===== config.mk =====
export PLATFORM = sky130hd
export DESIGN_NAME = door_plant
export DESIGN_NICKNAME = d
export VERILOG_FILES = /design/src/rtl/door_pkg.sv /design/src/rtl/step_timer.sv /design/src/rtl/door_plant.sv
export SDC_FILE = /design/constraint.sdc
export NUM_CORES = 1
export LEC_CHECK = 0
export ABC_CLOCK_PERIOD_IN_PS = 2900
export CORE_MARGIN = 4
export CORE_UTILIZATION = 46
export CTS_CLUSTER_DIAMETER = 100
export DETAILED_ROUTE_END_ITERATION = 7
export GPL_TIMING_DRIVEN = 0
export PLACE_DENSITY = 0.73
export SLEW_MARGIN = 10
export SYNTH_ARGS = -nofsm -noshare
export SYNTH_HDL_FRONTEND = slang
export SYNTH_HIERARCHICAL = 1
export SYNTH_SLANG_ARGS = --single-unit
export TNS_END_PERCENT = 30

===== constraint.sdc =====
create_clock -name clk -period 2.9 [get_ports clk]
set_clock_uncertainty 0.1 [all_clocks]
set_input_delay 0.58 -clock clk [delete_from_list [all_inputs] [get_ports clk]]
set_output_delay 0.58 -clock clk [all_outputs]
set_load 0.01 [all_outputs]

===== src/rtl/door_pkg.sv =====
// Shared motor-state encodings for the door plant and the opener benches.
package door_pkg;

  typedef enum logic [1:0] {
    MS_IDLE  = 2'b00,
    MS_UP    = 2'b01,
    MS_DOWN  = 2'b10,
    MS_FAULT = 2'b11
  } mstate_t;

  // Once faulted the motor stays faulted; u&d together is itself a fault.
  function automatic mstate_t next_mstate(input logic fault, input logic u, input logic d);
    if (fault || (u && d)) return MS_FAULT;
    if (u) return MS_UP;
    if (d) return MS_DOWN;
    return MS_IDLE;
  endfunction

endpackage


===== src/rtl/step_timer.sv =====
// Modulo-MOD counter with clear/enable; tick marks the enabled cycle that completes a period.
module step_timer #(
  parameter int MOD = 4
) (
  input  logic clk,
  input  logic r_n,
  input  logic clr,
  input  logic en,
  output logic tick
);

  localparam int CW = (MOD > 1) ? $clog2(MOD) : 1;

  logic [CW-1:0] cnt_reg;
  logic [CW-1:0] base;

  // clr discards the old count but still lets this cycle count as the first of a new period
  assign base = clr ? '0 : cnt_reg;
  assign tick = en && (base == CW'(MOD - 1));

  always_ff @(posedge clk or negedge r_n) begin
    if (!r_n) begin
      cnt_reg <= '0;
    end else if (en) begin
      cnt_reg <= tick ? '0 : base + CW'(1);
    end else begin
      cnt_reg <= base;
    end
  end

endmodule


===== src/rtl/door_plant.sv =====
// Behavioural garage-door plant: turns opener motor commands into position,
// limit switches and a sensor echo, with fault and stall detection.
module door_plant
  import door_pkg::*;
#(
  parameter int TRAVEL    = 8,
  parameter int PRESCALE  = 4,
  parameter int INIT_POS  = 0,
  parameter int STALL_LIM = 16,
  parameter int POS_W     = 4
) (
  input  logic             clk,
  input  logic             r_n,
  input  logic             u,
  input  logic             d,
  input  logic             obstruct,
  input  logic             jam,
  output logic             c,
  output logic             o,
  output logic             s,
  output logic [POS_W-1:0] pos,
  output logic [1:0]       mstate,
  output logic             fault,
  output logic             stall
);

  localparam logic [POS_W-1:0] TOP_POS  = POS_W'(TRAVEL);
  localparam logic [POS_W-1:0] INIT_VAL = POS_W'(INIT_POS);

  mstate_t          mstate_reg, mstate_next;
  logic [POS_W-1:0] pos_reg, pos_next;
  logic             c_reg, o_reg, s_reg, fault_reg, stall_reg;
  logic             driving, at_limit;
  logic             step_en, step_clr, step_tick;
  logic             stall_en, stall_tick;
  logic [1:0]       t_en, t_clr, t_tick;

  always_comb begin
    mstate_next = next_mstate(fault_reg, u, d);
    driving     = (mstate_next == MS_UP) || (mstate_next == MS_DOWN);
    at_limit    = ((mstate_next == MS_UP)   && (pos_reg == TOP_POS)) ||
                  ((mstate_next == MS_DOWN) && (pos_reg == '0));
    step_en     = driving && !jam && !at_limit;
    // A reversal restarts the partial step from scratch
    step_clr    = !step_en || (mstate_next != mstate_reg);
    stall_en    = driving && jam;
  end

  assign t_en  = {stall_en, step_en};
  assign t_clr = {!stall_en, step_clr};

  // Timer 0 paces position steps, timer 1 measures how long the motor pushes a jammed door
  generate
    for (genvar gi = 0; gi < 2; gi++) begin : g_timer
      step_timer #(
        .MOD((gi == 0) ? PRESCALE : STALL_LIM)
      ) u_timer (
        .clk  (clk),
        .r_n  (r_n),
        .clr  (t_clr[gi]),
        .en   (t_en[gi]),
        .tick (t_tick[gi])
      );
    end
  endgenerate

  assign step_tick  = t_tick[0];
  assign stall_tick = t_tick[1];

  always_comb begin
    pos_next = pos_reg;
    if (step_tick) begin
      pos_next = (mstate_next == MS_UP) ? pos_reg + POS_W'(1) : pos_reg - POS_W'(1);
    end
  end

  always_ff @(posedge clk or negedge r_n) begin
    if (!r_n) begin
      mstate_reg <= MS_IDLE;
      pos_reg    <= INIT_VAL;
      c_reg      <= (INIT_POS == 0);
      o_reg      <= (INIT_POS == TRAVEL);
      s_reg      <= 1'b0;
      fault_reg  <= 1'b0;
      stall_reg  <= 1'b0;
    end else begin
      mstate_reg <= mstate_next;
      pos_reg    <= pos_next;
      c_reg      <= (pos_next == '0);
      o_reg      <= (pos_next == TOP_POS);
      s_reg      <= obstruct;
      fault_reg  <= (mstate_next == MS_FAULT);
      stall_reg  <= stall_reg || stall_tick;
    end
  end

  assign pos    = pos_reg;
  assign mstate = mstate_reg;
  assign c      = c_reg;
  assign o      = o_reg;
  assign s      = s_reg;
  assign fault  = fault_reg;
  assign stall  = stall_reg;

endmodule


### After elaboration in Yosys (flattened, before gate mapping)

Index checks and enable logic that the tools add are counted.
W data, S select, Z words.

| word-level totals | value |
|---|---|
| bits in registers | 17 |
| bits of input ports | 6 |
| output and inout bits | 11 |

| operators by class | value |
|---|---|
| add/subtract/negate cells | 4 |
| equal/unequal tests | 8 |
| mux-type cells | 20 |
| reductions and logical operators | 18 |

Operator list:

| kind | number |
|---|---|
| $mux W4 | 5 |
| $mux W2 | 9 |
| $eq A4 B4 Y1 const B | 3 |
| $add A4 B1 Y4 const B | 2 |
| $logic_and A1 B1 Y1 | 8 |
| $logic_not A4 Y1 | 2 |
| $eq A2 B2 Y1 const B | 3 |
| $mux W1 | 6 |
| $logic_or A1 B1 Y1 | 5 |
| $sub A4 B1 Y4 const B | 1 |
| $logic_not A1 Y1 | 3 |
| $add A2 B1 Y2 const B | 1 |
| $eq A2 B1 Y1 const B | 1 |
| $ne A2 B2 Y1 | 1 |

### Depth between registers and ports, before layout

Gate-level depths: netlist of the first run.

| depth | value |
|---|---|
| depth in word-level cells | 21 |
| mapped depth | 15 |

### Modules after synthesis

The synthesis of the first run kept the hierarchy.

Modules (own cells, without submodules):

| module | times used | cells an instance | area each (um^2) | seq. area each (um^2) |
|---|---|---|---|---|
| door_plant | 1 | 63 | 683.2 | 276.5 |
| step_timer at g_timer[1].u_timer | 1 | 24 | 215.2 | 100.1 |
| step_timer at g_timer[0].u_timer | 1 | 9 | 110.1 | 50.0 |

### Worst setup path after synthesis of the first run

No wires, ideal clock.

| timing path | value |
|---|---|
| path kind | input to register |
| start | input port d |
| end | register c_reg (netlist: c) |
| setup time | 77 ps |
| arrival | 3060 ps |
| data required time | 2723 ps |
| setup slack | -337 ps |
| stages | 14 |
| path buffers | 1 |
| cell sequence | or2_2 > ha_1 > mux2i_1 > nor4_1 > nor3_1 > o21ai_0 > nor2b_2 > ha_1 > and2_1 > buf_2 > nand4bb_1 > a2111oi_2 > nor3_1 > a31oi_1 |

| between the ends | value |
|---|---|
| longest elaborated chain between the ends | 18 |

Ends and longest elaborated chain:

| item | RTL line | text |
|---|---|---|
| from (decl) | door_plant.sv:15 | `input logic d,` |
| $mux W1 (2 in series) | door_pkg.sv:15 | `if (d) return MS_DOWN;` |
| $mux W1 | door_pkg.sv:14 | `if (u) return MS_UP;` |
| $mux W2 | door_pkg.sv:16 | `return MS_IDLE;` |
| $mux W2 | door_pkg.sv:15 |  |
| $mux W2 * | door_pkg.sv:14 |  |
| $eq A2 B1 Y1 or $eq A2 B2 Y1 (tied branches) | door_plant.sv:40, door_plant.sv:41, door_plant.sv:42 |  |
| $logic_and A1 B1 Y1, on equally long branches | door_plant.sv:41, door_plant.sv:42 |  |
| $logic_or A1 B1 Y1 | door_plant.sv:41 | `at_limit = ((mstate_next == MS_UP) && (pos_reg == TOP_POS)) \|\|` |
| (+2 left out) | -- |  |
| named net step_en | door_plant.sv:34 | `logic step_en, step_clr, step_tick;` |
| (+1 left out) | -- |  |
| $logic_or A1 B1 Y1 * | door_plant.sv:45 | `step_clr = !step_en \|\| (mstate_next != mstate_reg);` |
| named net step_clr | door_plant.sv:34 |  |
| $mux W2 * | step_timer.sv:18 | `assign base = clr ? '0 : cnt_reg;` |
| $eq A2 B2 Y1 * | step_timer.sv:19 | `assign tick = en && (base == CW'(MOD - 1));` |
| $logic_and A1 B1 Y1 * | step_timer.sv:19 |  |
| named net step_tick | door_plant.sv:34 |  |
| $mux W4 * | door_plant.sv:72 | `if (step_tick) begin` |
| $logic_not A4 Y1 * | door_plant.sv:89 | `c_reg <= (pos_next == '0);` |
| to (signal assigned) | door_plant.sv:81 | `c_reg <= (INIT_POS == 0);` |
| to (signal assigned) | door_plant.sv:89 |  |
| to (decl) | door_plant.sv:32 | `logic c_reg, o_reg, s_reg, fault_reg, stall_reg;` |

The timed path passes the listed nets; every way through them passes the cells marked *. The select of a mux whose other input is x is not followed.

### Final worst setup path of the first run

| timing path | value |
|---|---|
| start | input port d |
| end | register c_reg (netlist: c) |

| between the ends | value |
|---|---|
| longest elaborated chain between the ends | 18 |

Ends and longest elaborated chain:

| item | RTL line | text |
|---|---|---|
| $mux W1 (2 in series) | door_pkg.sv:15 |  |
| $mux W1 | door_pkg.sv:14 |  |
| $mux W2 | door_pkg.sv:16 |  |
| $mux W2 | door_pkg.sv:15 |  |
| $mux W2 * | door_pkg.sv:14 |  |
| named net mstate_next[1] | door_plant.sv:30 | `mstate_t mstate_reg, mstate_next;` |
| $eq A2 B1 Y1 or $eq A2 B2 Y1 (tied branches) | door_plant.sv:40, door_plant.sv:41, door_plant.sv:42 |  |
| $logic_and A1 B1 Y1, on equally long branches | door_plant.sv:41, door_plant.sv:42 |  |
| (+3 left out) | -- |  |
| named net step_en | door_plant.sv:34 |  |
| (+1 left out) | -- |  |
| $logic_or A1 B1 Y1 * | door_plant.sv:45 |  |
| named net step_clr | door_plant.sv:34 |  |
| $mux W2 * | step_timer.sv:18 |  |
| $eq A2 B2 Y1 * | step_timer.sv:19 |  |
| $logic_and A1 B1 Y1 * | step_timer.sv:19 |  |
| named net step_tick | door_plant.sv:34 |  |
| $mux W4 * | door_plant.sv:72 |  |
| $logic_not A4 Y1 * | door_plant.sv:89 |  |

Marked as above.

==> metrics.md, run 1 <==
| Metric | Value |
|---|---|
| Outcome | finished, final reports clean |
| EDFF count, synth | 0 |
| Hold-fix buffers, CTS | 0 |
| IO Pins | 17 |
| R2R Path End | c$_DFF_PN1_ |
| Crit Path Class | in -> reg |
| Top_reg_cell synth | dfrtp_1 |
| Largest net degree at the start of global routing | 18 |
| Synth cell count leaders | 16 x dfrtp_1, 8 x nand2_1, 7 x ha_1, 7 x nor3_1, 6 x inv_1 |
| Reg clk slew, reported paths | roughly 0.11 ns |
| Critical Path AT | around 3.0 ns |
| Final Hold Viols | 0 |
| Critical Path RT | 3.03 ns |
| Root buffer cell | clkbuf_4 |
| Clk sink count | 17 |
| Area of the multi-input gates | 633 um^2 |
| Asr flop ratio synth | 100% |
| Cts bufs inserted | 3 |
| Register area share after synthesis | about 42% |
| Gr usage total | 16.1% |
| Initial antenna violation count | 0 |
| Share of cells above drive strength 1 | a little under a third |
| Fillers | 145 |
| Final RePlAce weighted congestion | ~0.73 |
| DRT iter0 DRCs | 6 |
| TritonRoute pass-1 iters | 4 |
| Grt ovf | 0 |
| Max reg flops | 6 |
| Chip width | ~55 um |
| Critical Path Source Type | primary input |
| DRC violations left | 0 |
| Die height | ~55 um |
| Synth warn | 6 |
| Max Slew Vio Count | 0 |
| Register area | between 400 and 500 um^2 |
| Flops & latches, synth | 17 |
| Post-layout min period | roughly 2.9 ns |
| Post-Route WL | just under 2 mm |
| Worst Setup EP | c$_DFF_PN1_ |
| Clk buf depth | 2 |
| Worst vdd ir | approximately 0.28 mV |
| Worst R2R Start | fault$_DFF_PN0_ |
| Max Fclk | between 0.3 and 0.4 GHz |
| Starting density of the core | 49.9% |
| PortBufs | 16 |
| Nets | approximately 140 |
| H-Tree Depth | 1 |
| Placement Setup Slack | -0.864 ns |
| Worst-Margin Slew | between 0.7 and 0.8 ns |
| Vias per cell | between 5 and 6 |
| Cells on worst reg2reg path | 14 |
| Fraction of the cycle the final worst path needs | between 90% and 100% |
| Setup ws final | 0.0134 ns |
| Top area cells in the synthesized netlist | dfrtp_1 40%, ha_1 8.7%, nor3_1 3.5% |
| TritonCTS clock tree | done |
| Rows | 16 |
| Fin cells | 150 |
| Area delta synth->final | 35.4% |
| RSZ-0062 raised after global routing | true |
| Final setup viols | 0 |
| Cell Pwr Density | between 300 and 400 nW/um^2 |
| Syn Nets | 110 |
| Clock latency on the worst-skew pair | around 0.3 ns |
| Unique cell type count in the Yosys netlist | 35 |
| Top-area cell type share of the netlist area | roughly 40% |
| Mean Syn Cell Area | 10.5 um^2 |
| Cell Count Post-Placement | between 100 and 150 |
| Synth Cell Area | ~1000 um^2 |
| Slew headroom | between 40% and 50% |
| FF-to-FF setup slack | 0.10 ns |
| Worst-path fanout max | 6 |
| Hpwl dp | 1.45 mm |
| Die area | 3010 um^2 |
| Max_cap viols | 0 |
| Power, Total | between 400 and 500 uW |
| Post-Synthesis Cells | 96 |
| Core area | just over 2000 um^2 |
| Most common cell in the netlist | dfrtp_1 |
| Area leader, netlist | dfrtp_1 |
| Min-Delay Path Class | reg -> reg |
| Via count of the first global-routing pass | ~800 |
| ANT cells | 0 |
| Pleak | ~0.00058 uW |
| Final ANT Viol Nets | 0 |
| First-pass GRT wire length | 3.46 mm |
| Avg WL per Cell | roughly 13 um |
| Vias | 783 |
| Crit. Startpoint | d |
| CP Capture Type | register |
-- worst min path at each step --
stage,start,to,slack [ns],depth (start not counted)
2_1_floorplan,r_n,fault$_DFF_PN0_,0.18,0
5_1_grt,stall$_DFF_PN0_,stall$_DFF_PN0_,0.39,1
6_report,stall$_DFF_PN0_,stall$_DFF_PN0_,0.37,1
3_3_place_gp,stall$_DFF_PN0_,stall$_DFF_PN0_,0.35,1
3_5_place_dp,stall$_DFF_PN0_,stall$_DFF_PN0_,0.35,1
4_1_cts,stall$_DFF_PN0_,stall$_DFF_PN0_,0.38,1
-- cell families after synthesis --
kind of cell    count (synthesis)  share of synthesized area, %
simple gates                   37                          20.1
compound gates                 17                          13.8
flops                          17                          42.3
fa+ha+maj                       8                          10.7
buf+inv                         7                          2.73
xor+xnor                        5                          5.09
mux                             5                          5.33
-- metal layers --
layer,global-route usage [%],part of all wire [%],up-vias
met1,20.2,45,378
met4,4.98,1.4,0
met2,27.4,50,14
met5,0,0,-
li1,-,-,388
met3,3.27,3.9,3
-- placed cells by master, fill, tap and decap left out, drive strengths merged, types with 2 or more instances in the layout --
cell	count
nand2b	3
nor3	7
xor2	3
buf	8
nor2	3
clkbuf	3
dlygate4sd2	2
mux2	3
and2	2
xnor2	2
a31oi	2
o21ai	4
nor2b	6
ha	7
a2111oi	2
nand2	9
dfrtp	16
clkdlybuf4s50	14
a21oi	5
mux2i	2
or2	2
inv	6
-- report_power, final --
part / internal [uW] / total, uW / switching [uW]
Combinational: 42.4 / 88.2 / 45.8
Clock: 51.4 / 130 / 79.0
Sequential: 246 / 253 / 7.41
-- metrics by stage --
step | hold slack, ns | setup TNS, ns | utilization (%) | cell area [um^2]
5_1_grt | 0.393 | -0.300 | 67.5 | 1370
3_5_place_dp | 0.352 | -3.82 | 61.1 | 1230
3_3_place_gp | 0.351 | -3.30 | 61.1 | 1230
4_1_cts | 0.382 | 0 | 67.5 | 1370
6_report | 0.373 | 0 | 67.5 | 1370
2_1_floorplan | 0.184 | -0.183 | - | 1040
-- critical path, stage by stage --
cell           delay (ns)
dlygate4sd2_1        0.24
or2_4                0.27
ha_1                 0.18
mux2i_1              0.15
nor4_2               0.06
nor3_2               0.16
o21ai_1              0.13
nor2b_1              0.18
ha_2                 0.20
and2_4               0.13
buf_6                0.12
nand4bb_4            0.14
a2111oi_4            0.24
nor3_1               0.08
a31oi_1              0.15
-- layout make-up --
| type | instances | area share (%) |
|---|---|---|
| multi-input combinational | 72 | 46.4 |
| sequential | 17 | 31.3 |
| timing repair buffer | 23 | 15.4 |
| tap | 27 | 2.47 |
| clock buffer | 3 | 1.65 |
| inverter | 6 | 1.65 |
| buffer | 1 | 0.825 |
| clock inverter | 1 | 0.367 |
-- what timing repair did --
| item | CTS | global route |
|---|---|---|
| pin swaps | 12 | 0 |
| setup endpoints to repair | 6 | 2 |
| setup buffers | 7 | 0 |
| gates resized for setup | 11 | 0 |
| cloned | 0 | 0 |
Power figures use the tool's default switching activity.
==> run 2: changes to the inputs <==
ABC_AREA = 0   (was default)
CORE_UTILIZATION = 48   (was 46)
DONT_BUFFER_PORTS = 1   (was default)
PLACE_DENSITY = 0.65   (was 0.73)
==> run 2 against run 1 <==
Against the previous run:
- the run now ends with setup timing left
- non-clock buffer count is 15 lower
- critical path depth shrank 1
- via count is 3.1% lower
- hold slack got worse by 0.15 ns
- die area is 3.6% lower
- global-route usage shrank 0.53 points
- register-to-register slack worse by 0.18 ns
- highest routed layer unchanged
- design area fell by 8.5%
- sequential power grew 2%
- combinational power down 13%
- flip-flop and latch count unchanged
==> metrics.md, run 2 (synthesis results as in run 1) <==
| Metric | Value |
|---|---|
| Root buffer cell | clkbuf_4 (unchanged) |
| Die area | 2900 um^2 (was 3010 um^2) |
| TritonRoute pass-1 iters | 4 (unchanged) |
| First-pass GRT wire length | 3.19 mm (was 3.46 mm) |
| Post-Route WL | 2.06 mm (was 1.96 mm) |
| Grt ovf | 0 (unchanged) |
| Max reg flops | 6 (unchanged) |
| Reg clk slew, reported paths | 0.10 ns (was 0.11 ns) |
| Area delta synth->final | 23.8% (was 35.4%) |
| ANT cells | 0 (unchanged) |
| Cell repeated most along the worst path | nor3_2 |
| Post-route cell area | 1250 um^2 (was 1370 um^2) |
| H-Tree Depth | 1 (unchanged) |
| Final RePlAce weighted congestion | 0.818 (was 0.726) |
| Commonest non-fill, non-tap cell in the layout | dfrtp_1 (unchanged) |
| Hold_ws | 0.218 ns (was 0.373 ns) |
| Placement Setup Slack | -0.420 ns (was -0.864 ns) |
| Switching pwr | 126 uW (was 132 uW) |
| Clk buf depth | 2 (unchanged) |
| Max_cap viols | 0 (unchanged) |
| Final setup viols | 2 (was 0) |
| Worst path cell trace | or2_4, ha_4, mux2i_1, nor4_2, nor3_2, o21ai_2, nor2b_2, ha_2, and2_4, buf_6, nand4bb_4, a2111oi_4, nor3_2, a31oi_1 (was dlygate4sd2_1, or2_4, ha_1, mux2i_1, nor4_2, nor3_2, o21ai_1, nor2b_1, ha_2, and2_4, buf_6, nand4bb_4, a2111oi_4, nor3_1, a31oi_1) |
| Crit Path Class | reg -> reg (was in -> reg) |
| Comb power frac | 16.8% (was 18.7%) |
| Failing checks | setup timing |
| Seq pwr share | 56.0% (was 53.7%) |
| Crit-path max cell delay | 0.47 ns (was 0.27 ns) |
| Share of cells above drive strength 1 | 38.0% (was 30.9%) |
| Cts bufs inserted | 3 (unchanged) |
| Post-layout min period | 2.98 ns (was 2.89 ns) |
| Setup TNS | -0.159 ns (was 0 ns) |
| Clk sink count | 17 (unchanged) |
| Delay-heaviest family, CP | simple AND/OR/NAND/NOR gates (unchanged) |
| Nets | 123 (was 138) |
| Cell Pwr Density | 368 nW/um^2 (was 346 nW/um^2) |
| Max Slew Vio Count | 0 (unchanged) |
| Outcome | complete, but fails checks (was finished, final reports clean) |
| Register area | 428 um^2 (was 427 um^2) |
| Power share of the clock group | 27.2% (was 27.6%) |
| Slew headroom | 51.7% (was 49.3%) |
| Most frequent cells in the layout | 15 x dfrtp_1, 7 x nand2_1, 6 x buf_4 (was 16 x dfrtp_1, 14 x clkdlybuf4s50_1, 7 x nand2_1, 7 x buf_4) |
| Worst-Margin Slew | 0.722 ns (was 0.758 ns) |
| Largest net degree at the start of global routing | 17 (was 18) |
| Chip width | 53.8 um (was 54.8 um) |
| CP max stage cell | dfrtp_2 (was or2_4) |
| Critical Path RT | 3.01 ns (was 3.03 ns) |
| Worst vdd ir | 0.233 mV (was 0.283 mV) |
| Setup ws final | -0.0845 ns (was 0.0134 ns) |
| Cell Count Post-Placement | 123 (was 139) |
| RSZ-0062 raised after global routing | true (unchanged) |
| Post-placement cell area | 1070 um^2 (was 1230 um^2) |
| Via count of the first global-routing pass | 742 (was 798) |
| Final Hold Viols | 0 (unchanged) |
| Max Fclk | 0.335 GHz (was 0.346 GHz) |
| PortBufs | 0 (was 16) |
| TritonCTS clock tree | done (unchanged) |
| Gr usage total | 15.6% (was 16.1%) |
| Fin cells | 135 (was 150) |
| Sw Ratio | 27.5% (was 28.0%) |
| Core area | 1980 um^2 (was 2020 um^2) |
| DRT iter0 DRCs | 13 (was 6) |
| Worst-path fanout max | 5 (was 6) |
| Rows | 16 (unchanged) |
| Starting density of the core | 50.9% (was 49.9%) |
| Avg WL per Cell | 15.2 um (was 13.1 um) |
| Area of the multi-input gates | 662 um^2 (was 633 um^2) |
| Final ANT Viol Nets | 0 (unchanged) |
| Min-Delay Path Class | in -> reg (was reg -> reg) |
| Vias per cell | 5.62 (was 5.22) |
| Critical path buffer and inverter count | 1 (was 2) |
| IO Pins | 17 (unchanged) |
| CP Capture Type | register (unchanged) |
| Initial antenna violation count | 0 (unchanged) |
| DRC violations left | 0 (unchanged) |
| Die height | 53.8 um (was 54.8 um) |
| Pint | 334 uW (was 340 uW) |
| Fillers | 163 (was 145) |
| Critical Path Source Type | register (was primary input) |
| Vias | 759 (was 783) |
| Clock latency on the worst-skew pair | 0.28 ns (was 0.30 ns) |
| Hpwl dp | 1.36 mm (was 1.45 mm) |
| Fraction of the cycle the final worst path needs | 103% (was 99.5%) |
| Critical Path AT | 3.10 ns (was 3.01 ns) |
| Pleak | 0.000516 uW (was 0.000580 uW) |
[run 2: repair_timing]
item / CTS / global route
buffers inserted: 1 / 5
hold buffers: 1 / 1
gates resized for setup: 7 / 9
pin swaps: 4 / 7
endpoints found under the hold margin: 16 / 1
setup endpoints to repair: 3 / 2
cloned: 0 / 0
[run 2: worst register-to-register path: cells and delay by family (launching register included)]
kind                       cells  cell delay (ns)
buffers and inverters          1             0.09
adders and majority gates      2             0.36
DFF                            1             0.47
and+or+nand+nor                7             1.06
muxes                          1             0.17
AOI/OAI and AO/OA              3             0.66
[run 2: final timing paths]
| kind | end | from | cells after the start | slack, ns |
|---|---|---|---|---|
| hold / removal | s$_DFF_PN0_ | obstruct | 0 | 0.22 |
| max in group asynchronous | fault$_DFF_PN0_ | r_n | 1 | 1.51 |
| setup / recovery | o$_DFF_PN0_ | fault$_DFF_PN0_ | 14 | -0.08 |
| setup reg to reg | o$_DFF_PN0_ | fault$_DFF_PN0_ | 14 | -0.08 |
| hold reg to reg | stall$_DFF_PN0_ | stall$_DFF_PN0_ | 1 | 0.45 |
| min in group asynchronous | c$_DFF_PN1_ | r_n | 1 | 0.58 |
[run 2: power groups by stage]
stage          sequential, uW  combinational (uW)  clock, uW
5_1_grt                   259                84.6        143
3_3_place_gp              261                49.5          0
3_5_place_dp              261                51.6          0
2_1_floorplan             259                43.4          0
4_1_cts                   257                63.3        132
6_report                  258                77.1        125
[run 2: final cells by class]
class	instances	area share, %
flip-flops and latches	17	34.3
well taps	27	2.71
repair buffers	8	5.21
multi-input cells	72	53.0
inverters	6	1.80
clock buffers	4	2.10
plain buffers	1	0.902
[run 2: through the flow]
step,util (%),total power [uW]
final,63.0,460
after global routing,63.0,486
after CTS,58.8,452
after detailed placement,54.2,312
after global placement,54.2,310
after floorplan,-,302
[run 2: routing by layer]
metal	GRT usage [%]	vias to the layer above	routed length [um]	part of all wire, %
li1	-	358	-	-
met1	16.9	381	857	42
met2	27.2	16	1070	52
met5	0	-	0	0
met4	6.81	0	40	1.9
met3	5.26	4	86	4.2
